File: config.mk
export PLATFORM = sky130hd
export DESIGN_NAME = servo_cmd_sequencer
export DESIGN_NICKNAME = d
export VERILOG_FILES = /design/src/rtl/servo_pkg.sv /design/src/rtl/servo_settle_timer.sv /design/src/rtl/servo_cmd_sequencer.sv
export SDC_FILE = /design/constraint.sdc
export NUM_CORES = 1
export LEC_CHECK = 0
export BUFFER_PORTS_ARGS = -buffer_cell sky130_fd_sc_hd__buf_2
export CAP_MARGIN = 10
export CORE_MARGIN = 4
export CORE_UTILIZATION = 55
export DETAILED_ROUTE_END_ITERATION = 16
export PLACE_DENSITY = 0.82
export SLEW_MARGIN = 10
export SYNTH_ARGS = -nofsm -noshare
export SYNTH_HDL_FRONTEND = slang
export SYNTH_SLANG_ARGS = --single-unit
File: constraint.sdc
create_clock -name clk -period 2.9 [get_ports clk]
set_input_delay 0.435 -clock clk [delete_from_list [all_inputs] [get_ports clk]]
set_output_delay 0.435 -clock clk [all_outputs]
set_load 0.01 [all_outputs]
File: src/rtl/servo_pkg.sv
// rtl/servo_pkg.sv - shared state, command and position encodings for the servo command sequencer
package servo_pkg;

  typedef enum logic [1:0] {IDLE, ISSUE, SETTLE, DONE} state_e;

  localparam logic [1:0] CMD_NOP     = 2'b00;
  localparam logic [1:0] CMD_GRIP    = 2'b01;
  localparam logic [1:0] CMD_RELEASE = 2'b10;

  localparam logic POS_RELEASE = 1'b0;
  localparam logic POS_GRIP    = 1'b1;

  function automatic logic [1:0] pos_to_cmd(input logic pos);
    return (pos == POS_GRIP) ? CMD_GRIP : CMD_RELEASE;
  endfunction

endpackage

File: src/rtl/servo_settle_timer.sv
// rtl/servo_settle_timer.sv - mechanical settle counter with clear/enable and terminal count
module servo_settle_timer #(
  parameter int SETTLE_CYCLES = 25_000_000,
  parameter int CNT_W         = 25
) (
  input  logic clk,
  input  logic rst_n,
  input  logic clear_i,
  input  logic enable_i,
  output logic tc_o
);

  logic [CNT_W-1:0] cnt_q, cnt_d;

  assign tc_o = (cnt_q == CNT_W'(SETTLE_CYCLES - 1));

  // Holding at terminal count keeps the counter from ever wrapping.
  always_comb begin
    cnt_d = cnt_q;
    if (clear_i)
      cnt_d = '0;
    else if (enable_i && !tc_o)
      cnt_d = cnt_q + 1'b1;
  end

  always_ff @(posedge clk) begin
    if (!rst_n)
      cnt_q <= '0;
    else
      cnt_q <= cnt_d;
  end

endmodule

File: src/rtl/servo_cmd_sequencer.sv
// rtl/servo_cmd_sequencer.sv - grip/release request sequencer for the servo PWM generator; SERVO_QUEUE_EN adds a one-entry pending buffer
module servo_cmd_sequencer
  import servo_pkg::*;
#(
  parameter int SETTLE_CYCLES = 25_000_000,
  parameter int CNT_W         = 25
) (
  input  logic       clk,
  input  logic       rst_n,
  input  logic       req_valid,
  input  logic       req_pos,
  output logic       req_ready,
  output logic [1:0] cmd,
  output logic       busy,
  output logic       done,
  output logic       arm_pos
);

  state_e     state_q;
  logic [1:0] cmd_q;
  logic       busy_q, done_q, arm_pos_q, target_q;
  logic       accept, settle_tc;
  logic       launch_v, launch_pos, ref_pos;

`ifdef SERVO_QUEUE_EN
  logic pend_q, pend_pos_q;
  assign req_ready = (state_q == IDLE) || !pend_q;
`else
  assign req_ready = (state_q == IDLE);
`endif

  assign accept  = req_valid && req_ready;
  assign cmd     = cmd_q;
  assign busy    = busy_q;
  assign done    = done_q;
  assign arm_pos = arm_pos_q;

  // A new move starts from IDLE, or from DONE when a request is waiting;
  // in DONE it is compared against the position being committed this cycle.
  always_comb begin
    launch_v   = 1'b0;
    launch_pos = req_pos;
    ref_pos    = arm_pos_q;
    if (state_q == IDLE)
      launch_v = accept;
`ifdef SERVO_QUEUE_EN
    else if (state_q == DONE) begin
      ref_pos = target_q;
      if (pend_q) begin
        launch_v   = 1'b1;
        launch_pos = pend_pos_q;
      end else begin
        launch_v = accept;
      end
    end
`endif
  end

  servo_settle_timer #(
    .SETTLE_CYCLES(SETTLE_CYCLES),
    .CNT_W        (CNT_W)
  ) u_timer (
    .clk     (clk),
    .rst_n   (rst_n),
    .clear_i (state_q == ISSUE),
    .enable_i(state_q == SETTLE),
    .tc_o    (settle_tc)
  );

  always_ff @(posedge clk) begin
    if (!rst_n) begin
      state_q    <= IDLE;
      cmd_q      <= CMD_NOP;
      busy_q     <= 1'b0;
      done_q     <= 1'b0;
      arm_pos_q  <= POS_RELEASE;
      target_q   <= POS_RELEASE;
`ifdef SERVO_QUEUE_EN
      pend_q     <= 1'b0;
      pend_pos_q <= POS_RELEASE;
`endif
    end else begin
      cmd_q  <= CMD_NOP;
      done_q <= 1'b0;
      case (state_q)
        IDLE:    ;
        ISSUE:   state_q <= SETTLE;
        SETTLE: begin
          if (settle_tc) begin
            state_q <= DONE;
            done_q  <= 1'b1;
            busy_q  <= 1'b0;
          end
        end
        DONE: begin
          arm_pos_q <= target_q;
          state_q   <= IDLE;
        end
        default: state_q <= IDLE;
      endcase

      if (launch_v) begin
        target_q <= launch_pos;
        if (launch_pos == ref_pos) begin
          state_q <= DONE;
          done_q  <= 1'b1;
        end else begin
          state_q <= ISSUE;
          cmd_q   <= pos_to_cmd(launch_pos);
          busy_q  <= 1'b1;
        end
      end

`ifdef SERVO_QUEUE_EN
      if (accept && (state_q == ISSUE || state_q == SETTLE)) begin
        pend_q     <= 1'b1;
        pend_pos_q <= req_pos;
      end else if (state_q == DONE) begin
        pend_q <= 1'b0;
      end
`endif
    end
  end

endmodule

==> flow_summary.ini, run 1 <==
[yosys]
synthTopCellsByArea = dfxtp_1, or3_1, nand2_1, a21oi_1, ha_1
synth_edf_count = 0
ys_warn_count = 0
synth_flop_cell = dfxtp_1
synth_nets = 208
synth_area_leader_cell = dfxtp_1
async_reset_ff_share_pct = 0
synth.ff_latch_count = 33
seq_area_frac_synth_pct = 39.2
synth_cells = 199
yosysTopAreaCellShare_pct = 39.2
syn_area_per_cell_um2 = 8.46
syn_area_mm2 = 0.00168
synth_cell_types = 39

[final_layout]
nets = 216
final_common_cell = dfxtp_1
drive_gt1_share_pct = 13.0
area_growth_pct = 4.98
final_cell_mix = dfxtp_1, nand2_1, or3_1, nor2_1, a21oi_1
n_antenna_cell = 0
utilization_pct = 62.5

[grt]
grt_pass1_wl_um = 6130
grt_pass1_vias = 1435
grt.total_usage_pct = 18.7
grt_max_degree = 30
grt-ovfl-total = 0
antenna_found_initial = 0

[clock_tree]
cts.sinks = 33
cts_tree = done
post_cts_resized = 0
post_cts_buffers = 0
clock_path_buffers = 2
clock_latency_ps = 330
cts_root_buf = clkbuf_4
cts_buffers = 5
h-tree-depth = 2
path_clk_slew_ps = 90
cts_hold_buf = 0

[placed_design]
gp_congestion = 0.836
io_buffers = 9
dp.final_hpwl_um = 2500

[timing]
finalSetupTns_ps = 0
hold_viol = 0
slew_headroom_pct = 53.0
period_needed_ps = 2320
slew_violations = 0
rsz0062_at_grt = false
max_freq_mhz = 430
tightest_slew_ps = 699
skew_ps = 11.0
finalSetupViolations = 0
period_share_pct = 80.1

[critical_path]
cp.required_ps = 3150
cp-start-kind = flip-flop
endpoint_kind = flip-flop
crit_type = reg2reg
worstPathArrival_ps = 2570
cp_max_fo = 29

[run]
drv_cap = 0

[drt]
antenna_left = 0
routed_wl_um = 3500
viasPerCell = 6.38
wl_per_cell_um = 14.6
drt-initial-drc-count = 90
num_vias = 1524
post-route-drc-count = 0
drt_pass1_iterations = 4

[run_status]
outcome = finished, final reports clean

[die]
die_w_um = 63.3
die_area_mm2 = 0.00401
io_pins = 10
core.rowCount = 19
start_util_pct = 59.5
die_h_um = 63.3
core_mm2 = 0.00283

[power_and_ir_drop]
leakage_nw = 0.583
p_per_area_mw_per_mm2 = 615
vdd_drop_max_uv = 659

[hold_path]
hold_path.class = in2reg
==> flip-flops by register name, indices dropped and copies added (netlist names) <==
register	count
arm_pos	1
state_q	2
done	1
busy	1
u_timer.cnt_q	25
target_q	1
cmd	2
==> final timing paths <==
path                                      start                      end  slack [ps]  cells past startpoint
setup / recovery  u_timer.cnt_q[6]$_SDFFE_PP0P_  state_q[1]$_SDFFE_PN0P_         580                      6
hold / removal                          req_pos        cmd[1]$_SDFF_PP0_         320                      2
setup reg to reg  u_timer.cnt_q[6]$_SDFFE_PP0P_  state_q[1]$_SDFFE_PN0P_         580                      6
hold reg to reg           target_q$_SDFFE_PN0P_    target_q$_SDFFE_PN0P_         470                      2
==> kinds of logic after synthesis <==
family / share of synthesized area, %
simple gates: 29.3
mux: 0.594
compound gates: 18.4
flops: 39.2
fa+ha+maj: 3.71
buf+inv: 4.68
xor+xnor: 4.09
==> worst max-delay path: stages, from the launching register on <==
cell and delay, ps:
dfxtp_1 360, or4b_1 490, or4_1 610, o21ai_2 160, buf_4 300, o21ai_2 100
a221oi_2 220
==> Yosys cell counts (2+ instances only) <==
cell and n:
clkbuf_1 5, nand2_1 22, buf_2 2, o31ai_1 2
or3_1 16, nor3b_1 2, nand4_1 9, a21oi_2 5
ha_1 5, xor2_1 4, and2_1 3, nand3_1 11
or4_1 5, xnor2_1 2, inv_1 4, o211ai_1 3
a21oi_1 13, nor4_1 3, o21ai_0 11, nor2_1 15
o21ai_2 3, o2111ai_1 2, dfxtp_1 33, o21ai_1 4
==> cell type report <==
type | instances | area (um2)
clock buffer | 8 | 48.8
fill | 243 | 1060
inverter | 4 | 15.0
multi-input combinational | 152 | 945
sequential | 33 | 661
tap | 31 | 38.8
timing repair buffer | 11 | 60.1
==> stage by stage <==
step,hold slack [ps],std cells,cell area [um2],worst slack [ps],power (mW)
after detailed placement,453,231,1720,602,0.845
after floorplan,436,199,1680,810,0.808
after CTS,313,239,1770,586,1.09
after global placement,445,231,1720,658,0.832
after global routing,310,239,1770,442,1.15
final,322,239,1770,577,1.09
==> per-layer routing <==
| metal | share of wire (%) | up-vias | GRT usage (%) |
|---|---|---|---|
| li1 | - | 744 | - |
| met5 | 0 | - | 0 |
| met4 | 1.3 | 0 | 6.74 |
| met3 | 5.1 | 7 | 4.26 |
| met1 | 47 | 723 | 23.6 |
| met2 | 47 | 50 | 31.2 |
==> where the power goes <==
part | internal (mW) | switching (mW)
logic | 0.110 | 0.222
registers | 0.482 | 0.0272
clock network | 0.0966 | 0.149
(Power assumes the default switching activity.)
==> run 2, diff against run 1 <==
ABC_AREA = 1   (was unset)
PLACE_DENSITY = 0.84   (was 0.82)
clock period = 2 ns   (was 2.9 ns; I/O delays follow)
==> run 2 against run 1 <==
Against the previous run:
- total power increased by 81%
- sequential power increased by 44%
- critical endpoint unchanged
- first-iteration DRC count increased by 64%
- core utilization increased by 1.2 points
- largest power group unchanged
- die area increased by 21%
==> flow_summary.ini, run 2 <==
[die]
core.rowCount = 22
start_util_pct = 57.2
die_area_mm2 = 0.00486
core_mm2 = 0.00366
die_h_um = 69.7
io_pins = 10
die_w_um = 69.7

[yosys]
syn_area_mm2 = 0.00210
syn_area_per_cell_um2 = 6.20
ys_warn_count = 0
synth_edf_count = 0
synth_flop_cell = dfxtp_1
seq_area_frac_synth_pct = 31.5
synthTopCellsByArea = dfxtp_1, nand2_1, nor2_1, inv_1, a21oi_2
yosysMostFrequentCell = nand2_1
yosysTopAreaCellShare_pct = 31.5
synth_nets = 347
synth.ff_latch_count = 33
synth_cell_types = 22
ys_top_cells_by_count = nand2_1, nor2_1, dfxtp_1, inv_1, a21oi_1
synth_area_leader_cell = dfxtp_1
synth_cells = 338
async_reset_ff_share_pct = 0

[final_layout]
largest_reg_flops = 25
regMostFlops = u_timer.cnt_q
final_common_cell = nand2_1
final_cell_mix = nand2_1, nor2_1, dfxtp_1, inv_1, a21oi_1
area_growth_pct = 11.2
nets = 365
drive_gt1_share_pct = 12.0
n_antenna_cell = 0
utilization_pct = 63.7
final_cells = 405
n_fill_cell = 331

[clock_tree]
cts_hold_buf = 0
clock_path_buffers = 2
cts.sinks = 33
clock_latency_ps = 300
cts_tree = done
cts_root_buf = clkbuf_8
cts_buffers = 5
path_clk_slew_ps = 70
h-tree-depth = 2

[hold_path]
hold_path.class = in2reg

[grt]
grt_pass1_vias = 1806
grt_max_degree = 29
grt-ovfl-total = 0
grt.total_usage_pct = 20.7
grt_pass1_wl_um = 8100
antenna_found_initial = 0

[critical_path]
cp_max_fo = 28
crit_chain = ha_1 > inv_2 > nor2_8 > nand2_1 > nor2_1 > nand2_1 > nand2_4 > buf_8 > nand2_1 > nand2_1 > a21oi_1
cp-start-kind = flip-flop
cp.required_ps = 2190
endpoint_kind = flip-flop
path_buf_inv = 2
crit_slowest_cell = dfxtp_1
crit_type = reg2reg
cpPeakStageDelay_ps = 360
crit_family = simple AND/OR/NAND/NOR gates
crit_top_cell = nand2_1
worstPathArrival_ps = 1960

[timing]
finalSetupTns_ps = 0
period_share_pct = 88.3
timing.final.ws_setup_ps = 233
slew_violations = 0
finalSetupViolations = 0
period_needed_ps = 1770
max_freq_mhz = 566
tightest_slew_ps = 408
hold_viol = 0
skew_ps = 14.0
slew_headroom_pct = 72.7
rsz0062_at_grt = false

[placed_design]
gp_congestion = 0.964
pre_cts_ws_ps = 110
io_buffers = 9
dp.final_hpwl_um = 3420
dp.cells = 394

[drt]
viasPerCell = 5.11
post-route-drc-count = 0
routed_wl_um = 4900
num_vias = 2070
drt_pass1_iterations = 5
drt-initial-drc-count = 148
antenna_left = 0
wl_per_cell_um = 12.1

[power_and_ir_drop]
p_per_area_mw_per_mm2 = 842
total_power_mw = 1.96
vdd_drop_max_uv = 747
leakage_nw = 0.920

[run]
drv_cap = 0

[run_status]
outcome = finished, final reports clean
[run 2: changes by cell type after synthesis, sizes merged, moves of 4 or more]
cell / previous run / this run
a21oi: 18 / 25
inv: 4 / 33
nand2: 22 / 130
nand3b: 0 / 5
nand4: 9 / 1
nor2: 15 / 65
o211ai: 4 / 0
o21ai: 18 / 9
or3: 16 / 0
or4: 5 / 0
xor2: 5 / 10
[run 2: worst paths after layout]
| kind | start | end | slack (ps) | depth (start not counted) |
|---|---|---|---|---|
| worst max-delay path | u_timer.cnt_q[1]$_SDFFE_PP0P_ | state_q[1]$_SDFFE_PN0P_ | 230 | 11 |
| worst min-delay path | req_pos | cmd[1]$_SDFF_PP0_ | 200 | 2 |
| worst max register to register | u_timer.cnt_q[1]$_SDFFE_PP0P_ | state_q[1]$_SDFFE_PN0P_ | 230 | 11 |
| worst min register to register | busy$_SDFF_PN0_ | busy$_SDFF_PN0_ | 470 | 2 |
[run 2: report_power, final]
group	leakage [nW]	switching, mW	internal (mW)	total (mW)
combinational	0.599	0.408	0.179	0.587
sequential	0.267	0.0305	0.702	0.733
clock	0.0543	0.270	0.373	0.643
total	0.920	0.709	1.25	1.96
[run 2: stage by stage]
stage | hold slack, ps | instance area (um2)
final | 201 | 2330
after global routing | 217 | 2330
after CTS | 198 | 2290
after detailed placement | 456 | 2180
after global placement | 452 | 2180
after floorplan | 372 | 2100
[run 2: final cells by class]
class                           instances  area, um2  area share [%]
Multi-Input combinational cell        265       1250            53.5
Sequential cell                        33        661            28.3
Inverter                               33        128            5.48
Timing Repair Buffer                   15       97.6            4.19
Clock buffer                            5       68.8            2.95
Tap cell                               48       60.1            2.58
Clock inverter                          3       46.3            1.99
Timing Repair inverter                  3       22.5           0.966
[run 2: metal layers]
layer | global-route usage, % | vias to the layer above | part of all wire, %
met3 | 4.78 | 20 | 6.4
met4 | 9.79 | 0 | 3.5
met2 | 33.6 | 72 | 45
li1 | - | 1069 | -
met1 | 25.9 | 909 | 45
met5 | 0 | - | 0
[run 2: logic make-up (layout without fill, tap and decap cells)]
kind of cell | count (synthesis) | in the layout | synth area share, %
and+or+nand+nor | 214 | 214 | 41.2
buffers and inverters | 40 | 59 | 9.19
AOI/OAI and AO/OA | 34 | 34 | 10.1
DFF | 33 | 33 | 31.5
xor gates and xnor gates | 12 | 12 | 5.01
adders and majority gates | 5 | 5 | 2.99
[run 2: what timing repair did]
item / in CTS / in global routing
setup buffers: 0 / 0
gates resized for setup: 0 / 7
setup endpoints to repair: 0 / 21
